===== src/rtl/core_mem_sequencer_if.sv =====
// Shared single-port memory bus between the core sequencer (master) and memory (slave).
// One transfer is outstanding at a time; bus_ack completes it and qualifies bus_rdata.
interface core_mem_sequencer_if;
  logic        bus_req;
  logic        bus_we;
  logic [31:0] bus_addr;
  logic [3:0]  bus_be;
  logic [31:0] bus_wdata;
  logic        bus_ack;
  logic [31:0] bus_rdata;

  modport master (
    output bus_req, bus_we, bus_addr, bus_be, bus_wdata,
    input  bus_ack, bus_rdata
  );

  modport slave (
    input  bus_req, bus_we, bus_addr, bus_be, bus_wdata,
    output bus_ack, bus_rdata
  );
endinterface


===== src/rtl/core_mem_sequencer.sv =====
// Multi-cycle sequencer that lets a single-cycle datapath share one memory bus between
// instruction fetch and load/store. It latches the fetched instruction and the load word,
// commits exactly one instruction per sequence, traps misaligned data accesses and bus
// timeouts into a sticky fault, and counts retired instructions.
module core_mem_sequencer #(
  parameter int unsigned TIMEOUT = 16,
  parameter logic [31:0] NOP     = 32'h0000_0013
) (
  input  logic        clk,
  input  logic        reset,
  input  logic        run,
  input  logic [31:0] pc,
  input  logic [31:0] alu_res,
  input  logic [31:0] write_data,
  input  logic        dec_mem_read,
  input  logic        dec_mem_write,
  input  logic        dec_reg_we,
  input  logic [2:0]  mem_ctrl,
  output logic [31:0] instr,
  output logic        dp_en,
  output logic        dp_reg_we,
  output logic [31:0] ram_rdata_q,
  core_mem_sequencer_if.master bus,
  output logic        fault,
  output logic [1:0]  fault_cause,
  output logic [31:0] fault_addr,
  output logic [31:0] retired
);

  // Wide enough to hold TIMEOUT-1, the last wait count before a timeout fires.
  localparam int unsigned CW = (TIMEOUT > 2) ? $clog2(TIMEOUT) : 1;

  typedef enum logic [2:0] {
    S_IDLE,
    S_FETCH,
    S_EXEC,
    S_MEM,
    S_WB,
    S_FAULT
  } state_e;

  state_e        state_q;
  logic [31:0]   instr_q;
  logic [31:0]   rdata_q;
  logic [31:0]   retired_q;
  logic [31:0]   fault_addr_q;
  logic [1:0]    cause_q;
  logic [CW-1:0] wait_q;

  logic        in_fetch;
  logic        in_mem;
  logic        mem_op;
  logic        is_half;
  logic        is_word;
  logic        misaligned;
  logic        commit;
  logic        timeout_hit;
  logic [31:0] req_addr;
  logic [3:0]  store_be;
  logic [31:0] store_wdata;
  logic        unused_ok;

  assign in_fetch = (state_q == S_FETCH);
  assign in_mem   = (state_q == S_MEM);
  assign mem_op   = dec_mem_read | dec_mem_write;

  // Size 11 is treated as a word access.
  assign is_half    = (mem_ctrl[1:0] == 2'b01);
  assign is_word    = mem_ctrl[1];
  assign misaligned = (is_half & alu_res[0]) | (is_word & (alu_res[1:0] != 2'b00));

  // Both addresses come straight from the datapath, which holds them stable for the whole
  // transfer: pc only moves at commit and alu_res is settled by the end of EXEC.
  assign req_addr = in_fetch ? {pc[31:2], 2'b00} : {alu_res[31:2], 2'b00};

  // Ack on the last permitted cycle still completes the transfer.
  assign timeout_hit = (TIMEOUT != 0) && (wait_q == CW'(TIMEOUT - 1)) && !bus.bus_ack;

  // Commit happens in EXEC for non-memory instructions and in WB for loads/stores.
  assign commit    = ((state_q == S_EXEC) && !mem_op) || (state_q == S_WB);
  assign dp_en     = commit;
  assign dp_reg_we = commit & dec_reg_we;

  assign instr       = instr_q;
  assign ram_rdata_q = rdata_q;
  assign retired     = retired_q;
  assign fault       = (state_q == S_FAULT);
  assign fault_cause = cause_q;
  assign fault_addr  = fault_addr_q;

  // Low pc bits are implied zero on the bus; the unsigned-load flag belongs to the datapath.
  assign unused_ok = ^{pc[1:0], mem_ctrl[2]};

  // Store lane steering: replicate the operand across lanes, enable only the addressed bytes.
  always_comb begin
    // NOTE: every signal gets a default before the case so no latch is inferred.
    store_be    = 4'hF;
    store_wdata = write_data;
    case (mem_ctrl[1:0])
      2'b00: begin
        store_be    = 4'b0001 << alu_res[1:0];
        store_wdata = {4{write_data[7:0]}};
      end
      2'b01: begin
        store_be    = 4'b0011 << alu_res[1:0];
        store_wdata = {2{write_data[15:0]}};
      end
      default: ;
    endcase
  end

  // Bus outputs decoded from state; all bus outputs idle at zero outside FETCH/MEM.
  always_comb begin
    bus.bus_req   = in_fetch | in_mem;
    bus.bus_we    = 1'b0;
    bus.bus_addr  = 32'h0;
    bus.bus_be    = 4'h0;
    bus.bus_wdata = 32'h0;
    if (in_fetch) begin
      bus.bus_addr = req_addr;
      bus.bus_be   = 4'hF;
    end else if (in_mem) begin
      bus.bus_addr  = req_addr;
      bus.bus_we    = dec_mem_write;
      bus.bus_be    = dec_mem_write ? store_be : 4'hF;
      bus.bus_wdata = dec_mem_write ? store_wdata : 32'h0;
    end
  end

  // Sequencer FSM with its latched instruction/load word, wait counter, fault record and count.
  // NOTE: sequential state is assigned with <= so every register samples pre-edge values.
  always_ff @(posedge clk or posedge reset) begin
    if (reset) begin
      state_q      <= S_IDLE;
      instr_q      <= NOP;
      rdata_q      <= 32'h0;
      retired_q    <= 32'h0;
      fault_addr_q <= 32'h0;
      cause_q      <= 2'b00;
      wait_q       <= '0;
    end else begin
      case (state_q)
        S_IDLE: begin
          if (run) begin
            state_q <= S_FETCH;
            wait_q  <= '0;
          end
        end
        S_FETCH: begin
          if (bus.bus_ack) begin
            instr_q <= bus.bus_rdata;
            state_q <= S_EXEC;
          end else if (timeout_hit) begin
            state_q      <= S_FAULT;
            cause_q      <= 2'b01;
            fault_addr_q <= req_addr;
          end else begin
            wait_q <= wait_q + 1'b1;
          end
        end
        S_EXEC: begin
          if (!mem_op) begin
            retired_q <= retired_q + 32'd1;
            state_q   <= run ? S_FETCH : S_IDLE;
            wait_q    <= '0;
          end else if (misaligned) begin
            state_q      <= S_FAULT;
            cause_q      <= 2'b11;
            fault_addr_q <= alu_res;
          end else begin
            state_q <= S_MEM;
            wait_q  <= '0;
          end
        end
        S_MEM: begin
          if (bus.bus_ack) begin
            if (dec_mem_read) rdata_q <= bus.bus_rdata;
            state_q <= S_WB;
          end else if (timeout_hit) begin
            state_q      <= S_FAULT;
            cause_q      <= 2'b10;
            fault_addr_q <= req_addr;
          end else begin
            wait_q <= wait_q + 1'b1;
          end
        end
        S_WB: begin
          retired_q <= retired_q + 32'd1;
          state_q   <= run ? S_FETCH : S_IDLE;
          wait_q    <= '0;
        end
        S_FAULT: state_q <= S_FAULT;
        default: state_q <= S_IDLE;
      endcase
    end
  end

endmodule

===== src/flat_wrapper.sv =====
// flat-port wrapper written by rule: the top's interface ports become plain ports
module core_mem_sequencer_flat 
#(
  parameter int unsigned TIMEOUT = 16,
  parameter logic [31:0] NOP     = 32'h0000_0013
)
  (clk, reset, run, pc, alu_res, write_data, dec_mem_read, dec_mem_write, dec_reg_we, mem_ctrl, instr, dp_en, dp_reg_we, ram_rdata_q, fault, fault_cause, fault_addr, retired, bus_bus_req, bus_bus_we, bus_bus_addr, bus_bus_be, bus_bus_wdata, bus_bus_ack, bus_bus_rdata);
  core_mem_sequencer_if bus_i ();
  input  logic clk;
  input  logic reset;
  input  logic run;
  input  logic [31:0] pc;
  input  logic [31:0] alu_res;
  input  logic [31:0] write_data;
  input  logic dec_mem_read;
  input  logic dec_mem_write;
  input  logic dec_reg_we;
  input  logic [2:0] mem_ctrl;
  output logic [31:0] instr;
  output logic dp_en;
  output logic dp_reg_we;
  output logic [31:0] ram_rdata_q;
  output logic fault;
  output logic [1:0] fault_cause;
  output logic [31:0] fault_addr;
  output logic [31:0] retired;
  output wire logic [$bits(bus_i.bus_req)-1:0] bus_bus_req;
  output wire logic [$bits(bus_i.bus_we)-1:0] bus_bus_we;
  output wire logic [$bits(bus_i.bus_addr)-1:0] bus_bus_addr;
  output wire logic [$bits(bus_i.bus_be)-1:0] bus_bus_be;
  output wire logic [$bits(bus_i.bus_wdata)-1:0] bus_bus_wdata;
  input wire logic [$bits(bus_i.bus_ack)-1:0] bus_bus_ack;
  input wire logic [$bits(bus_i.bus_rdata)-1:0] bus_bus_rdata;
  assign bus_bus_req = bus_i.bus_req;
  assign bus_bus_we = bus_i.bus_we;
  assign bus_bus_addr = bus_i.bus_addr;
  assign bus_bus_be = bus_i.bus_be;
  assign bus_bus_wdata = bus_i.bus_wdata;
  assign bus_i.bus_ack = bus_bus_ack;
  assign bus_i.bus_rdata = bus_bus_rdata;
  core_mem_sequencer #(.TIMEOUT(TIMEOUT), .NOP(NOP)) u_core (.clk(clk), .reset(reset), .run(run), .pc(pc), .alu_res(alu_res), .write_data(write_data), .dec_mem_read(dec_mem_read), .dec_mem_write(dec_mem_write), .dec_reg_we(dec_reg_we), .mem_ctrl(mem_ctrl), .instr(instr), .dp_en(dp_en), .dp_reg_we(dp_reg_we), .ram_rdata_q(ram_rdata_q), .bus(bus_i), .fault(fault), .fault_cause(fault_cause), .fault_addr(fault_addr), .retired(retired));
endmodule

===== config.mk =====
export PLATFORM = sky130hd
export DESIGN_NAME = core_mem_sequencer_flat
export DESIGN_NICKNAME = d
export VERILOG_FILES = /design/src/rtl/core_mem_sequencer_if.sv /design/src/rtl/core_mem_sequencer.sv /design/src/flat_wrapper.sv
export SDC_FILE = /design/constraint.sdc
export NUM_CORES = 1
export LEC_CHECK = 0
export CELL_PAD_IN_SITES_DETAIL_PLACEMENT = 2
export CELL_PAD_IN_SITES_GLOBAL_PLACEMENT = 2
export CORE_ASPECT_RATIO = 1.2
export CORE_MARGIN = 4
export CORE_UTILIZATION = 25
export CTS_CLUSTER_DIAMETER = 120
export DETAILED_ROUTE_END_ITERATION = 8
export GPL_ROUTABILITY_DRIVEN = 1
export PLACE_DENSITY = 0.95
export SLEW_MARGIN = 10
export SYNTH_ARGS = -nofsm -noshare
export SYNTH_HDL_FRONTEND = slang
export SYNTH_SLANG_ARGS = --single-unit

===== constraint.sdc =====
create_clock -name clk -period 6.08 [get_ports clk]
set_input_delay 0.608 -clock clk [delete_from_list [all_inputs] [get_ports clk]]
set_output_delay 0.608 -clock clk [all_outputs]
set_load 0.02 [all_outputs]

==> results.py <==
metrics = {
    "synth": {
        "synth_edf_count": 0,
        "synth_area_per_cell_um2": 11.05,
        "ys_top_cells_by_area": "dfrtp_1 50%, mux2_2 11%, mux2i_1 10%, nor2_1 3.2%, xnor2_1 2.7%",
        "syn-cell-area_mm2": 0.006698,
        "yosys_warnings": 0,
        "async_flop_share_pct": 100.0,
        "synth_top_area_share_pct": 50.07,
        "yosysTopAreaCell": "dfrtp_1",
        "dominantRegCellSynth": "dfrtp_1",
        "synth_seq_cells": 137,
        "yosys.cell_count.top_type": "dfrtp_1",
        "synth_common_cells": "134 x dfrtp_1, 68 x mux2i_1, 65 x mux2_2, 57 x nor2_1, 33 x nand2_1",
        "yosys.cell_types.count": 46,
        "yosysSeqAreaShare_pct": 51.24,
        "syn_inst": 606,
    },
    "setup_path": {
        "worst_ep_required_time_ps": 5470,
        "cp_max_fo": 12,
        "path_delay_family": "buffers and inverters",
        "reg2reg_depth": 6,
        "worstSetupPathDepth": 5,
        "critical_path_class": "in2out",
        "crit_top_cell": "clkdlybuf4s50_1",
        "cp-end-kind": "primary output",
        "path_cells": "clkdlybuf4s50_1 -> or4b_4 -> a21oi_1 -> and2_1 -> clkdlybuf4s50_1",
        "slowest_delay_ps": 680,
        "critPathArrivalTime_ps": 3310,
        "cp_num_buf_inv": 2,
        "critPathLaunchType": "input pin",
        "slowest_stage": "clkdlybuf4s50_1",
    },
    "placed_design": {
        "globalplace.congestion": 0.7844,
        "dp_hpwl_um": 21040,
        "io_buffers": 335,
    },
    "floorplan": {
        "io_pins": 341,
        "row_count": 65,
        "die-area_mm2": 0.02948,
        "die_h_um": 187.3,
        "core_mm2": 0.02635,
        "die_w_um": 157.4,
        "start_util_pct": 25.42,
    },
    "sta": {
        "hold_violations": 0,
        "setup_tns_ps": 0,
        "fin_crit_ps": 3918,
        "slew_headroom_pct": 40.57,
        "slew_violations": 0,
        "skew_ps": 14.73,
        "max_freq_mhz": 255.2,
        "rsz0062_at_grt": "no",
        "tightestPinTransition_ps": 889.3,
        "fin_crit_sh_pct": 64.44,
        "setup_viol": 0,
    },
    "cells_and_area": {
        "multiInputGateArea_mm2": 0.003020,
        "syn_to_final_growth_pct": 64.49,
        "final_nets": 1073,
        "n_antenna_cell": 0,
        "nFillCells": 2763,
        "seq_area_mm2": 0.003432,
        "drive_above_1_share_pct": 12.68,
    },
    "drt": {
        "post_drt_via_cell_ratio": 4.674,
        "drcViolationCount": 0,
        "routed_wl_um": 27050,
        "dr.first_iter.drc_count": 153,
        "ant_nets": 0,
        "firstDrtPassIters": 4,
        "num_vias": 5987,
        "route.detailed.wl_per_inst_um": 21.12,
    },
    "min_path": {
        "min_path_cells": 2,
        "hp-class": "reg2reg",
    },
    "clock_tree": {
        "cts_tree": "yes",
        "clk_latency_ps": 430,
        "clock_path_buffers": 2,
        "cts_resized": 0,
        "root_buffer": "clkbuf_16",
        "cts_buffers": 17,
        "cts_setup_buffers": 0,
        "h-tree-depth": 4,
        "cts_num_sinks": 137,
        "cts-hold-fix-buffers": 0,
        "cts.clk_slew.worst_paths_ps": 70,
    },
    "outcome": {
        "outcome": "finished, final reports clean",
    },
    "global_routing": {
        "grt_max_degree": 71,
        "grt.total_usage_pct": 18.01,
        "grt_pass1_wl_um": 41180,
        "antenna_found_initial": 1,
        "grt_pass1_vias": 6942,
        "grt.overflow.total": 0,
    },
    "job": {
        "maxCapViolations": 0,
    },
    "pwr": {
        "ir_worst_vdd_mv": 0.1865,
        "total_power_w": 0.005390,
        "p_per_area_mw_per_mm2": 489.2,
        "p_leak_nw": 4.794,
    },
}
==> power breakdown <==
| part | leakage [nW] | internal [W] | switching (W) |
|---|---|---|---|
| clock | 0.299 | 0.000563 | 0.000500 |
| combinational | 2.82 | 0.00134 | 0.00146 |
| sequential | 1.67 | 0.00127 | 0.000260 |
| total | 4.79 | 0.00317 | 0.00222 |
==> final timing paths <==
| kind | from | slack [ps] | end |
|---|---|---|---|
| worst min-delay path | u_core.fault_addr[23] | 490 | u_core.fault_addr[23] |
| worst min register to register | u_core.fault_addr[23] | 490 | u_core.fault_addr[23] |
| max in group asynchronous | reset | 4040 | u_core.instr[27] |
| worst max register to register | u_core.state_q[0] | 3470 | u_core.ram_rdata_q[2] |
| min in group asynchronous | reset | 650 | u_core.ram_rdata_q[7] |
| worst max-delay path | dec_mem_write | 2160 | dp_reg_we |
==> cells by family after synthesis <==
| family | count (synthesis) | synth area share, % |
|---|---|---|
| xor gates and xnor gates | 33 | 4.315 |
| and+or+nand+nor | 164 | 12.09 |
| muxes | 133 | 21.09 |
| DFF | 137 | 51.24 |
| AOI/OAI and AO/OA | 70 | 6.800 |
| buffers and inverters | 66 | 4.035 |
| adders and majority gates | 2 | 0.3736 |
| other | 1 | 0.05599 |
==> routing by layer <==
metal  part of all wire [%]  wire (um)  global-route usage (%)
met3                    6.9       1858                   5.184
met2                     55      14970                   34.52
met4                    1.5        405                   4.502
met1                     36       9807                   18.94
met5                  0.044         12                       0
==> sequential cells by signal (all words and copies together), names as in the netlist <==
| signal | count |
|---|---|
| u_core.state_q | 3 |
| u_core.fault_addr | 32 |
| u_core.retired | 32 |
| u_core.ram_rdata_q | 32 |
| u_core.instr | 32 |
| u_core.fault_cause | 2 |
| u_core.wait_q | 4 |
==> cells in the final DEF (no fill, tap or decap), drive strengths merged, types with 3 or more instances in the layout <==
master,netlist,routed
mux2i,68,68
and2,5,5
inv,30,39
nor3,10,10
a21oi,22,22
nand2b,5,5
nand2,33,33
mux2,65,65
dfstp,3,3
dfrtp,134,134
clkdlybuf4s50,0,335
nor3b,4,4
and3,14,14
nor4,3,3
o21ai,24,24
xor2,12,12
clkinv,0,6
xnor2,21,21
buf,16,8
nor2,57,57
a22o,13,13
nand3,16,16
clkbuf,20,17
nand4,9,9
==> area by class of cell <==
type                    count  area share (%)
flip-flops and latches    137           31.15
repair buffers            343           30.98
multi-input cells         404           27.42
clock buffers              17           3.861
well taps                 335           3.805
clock inverters            15           1.715
inverters                  30           1.068
==> worst register-to-register path, stage by stage (launching register included) <==
cell	delay, ps
dfrtp_1	700
inv_1	280
nor2_1	210
buf_4	290
and3_1	190
buf_4	400
mux2_2	430
==> through the flow <==
step                util, %  std cells  hold WS (ps)  worst slack (ps)  area [um^2]
finish                41.81       1281         488.5              2162        11020
global route          41.81       1281         525.6              1955        11020
CTS                   41.81       1281         495.7              2059        11020
detailed placement    39.48       1249         479.8              2066        10400
global placement      39.48       1249         457.7              2135        10400
floorplan                 -        607         502.9              1809         6701
Power figures use the tool's default switching activity.
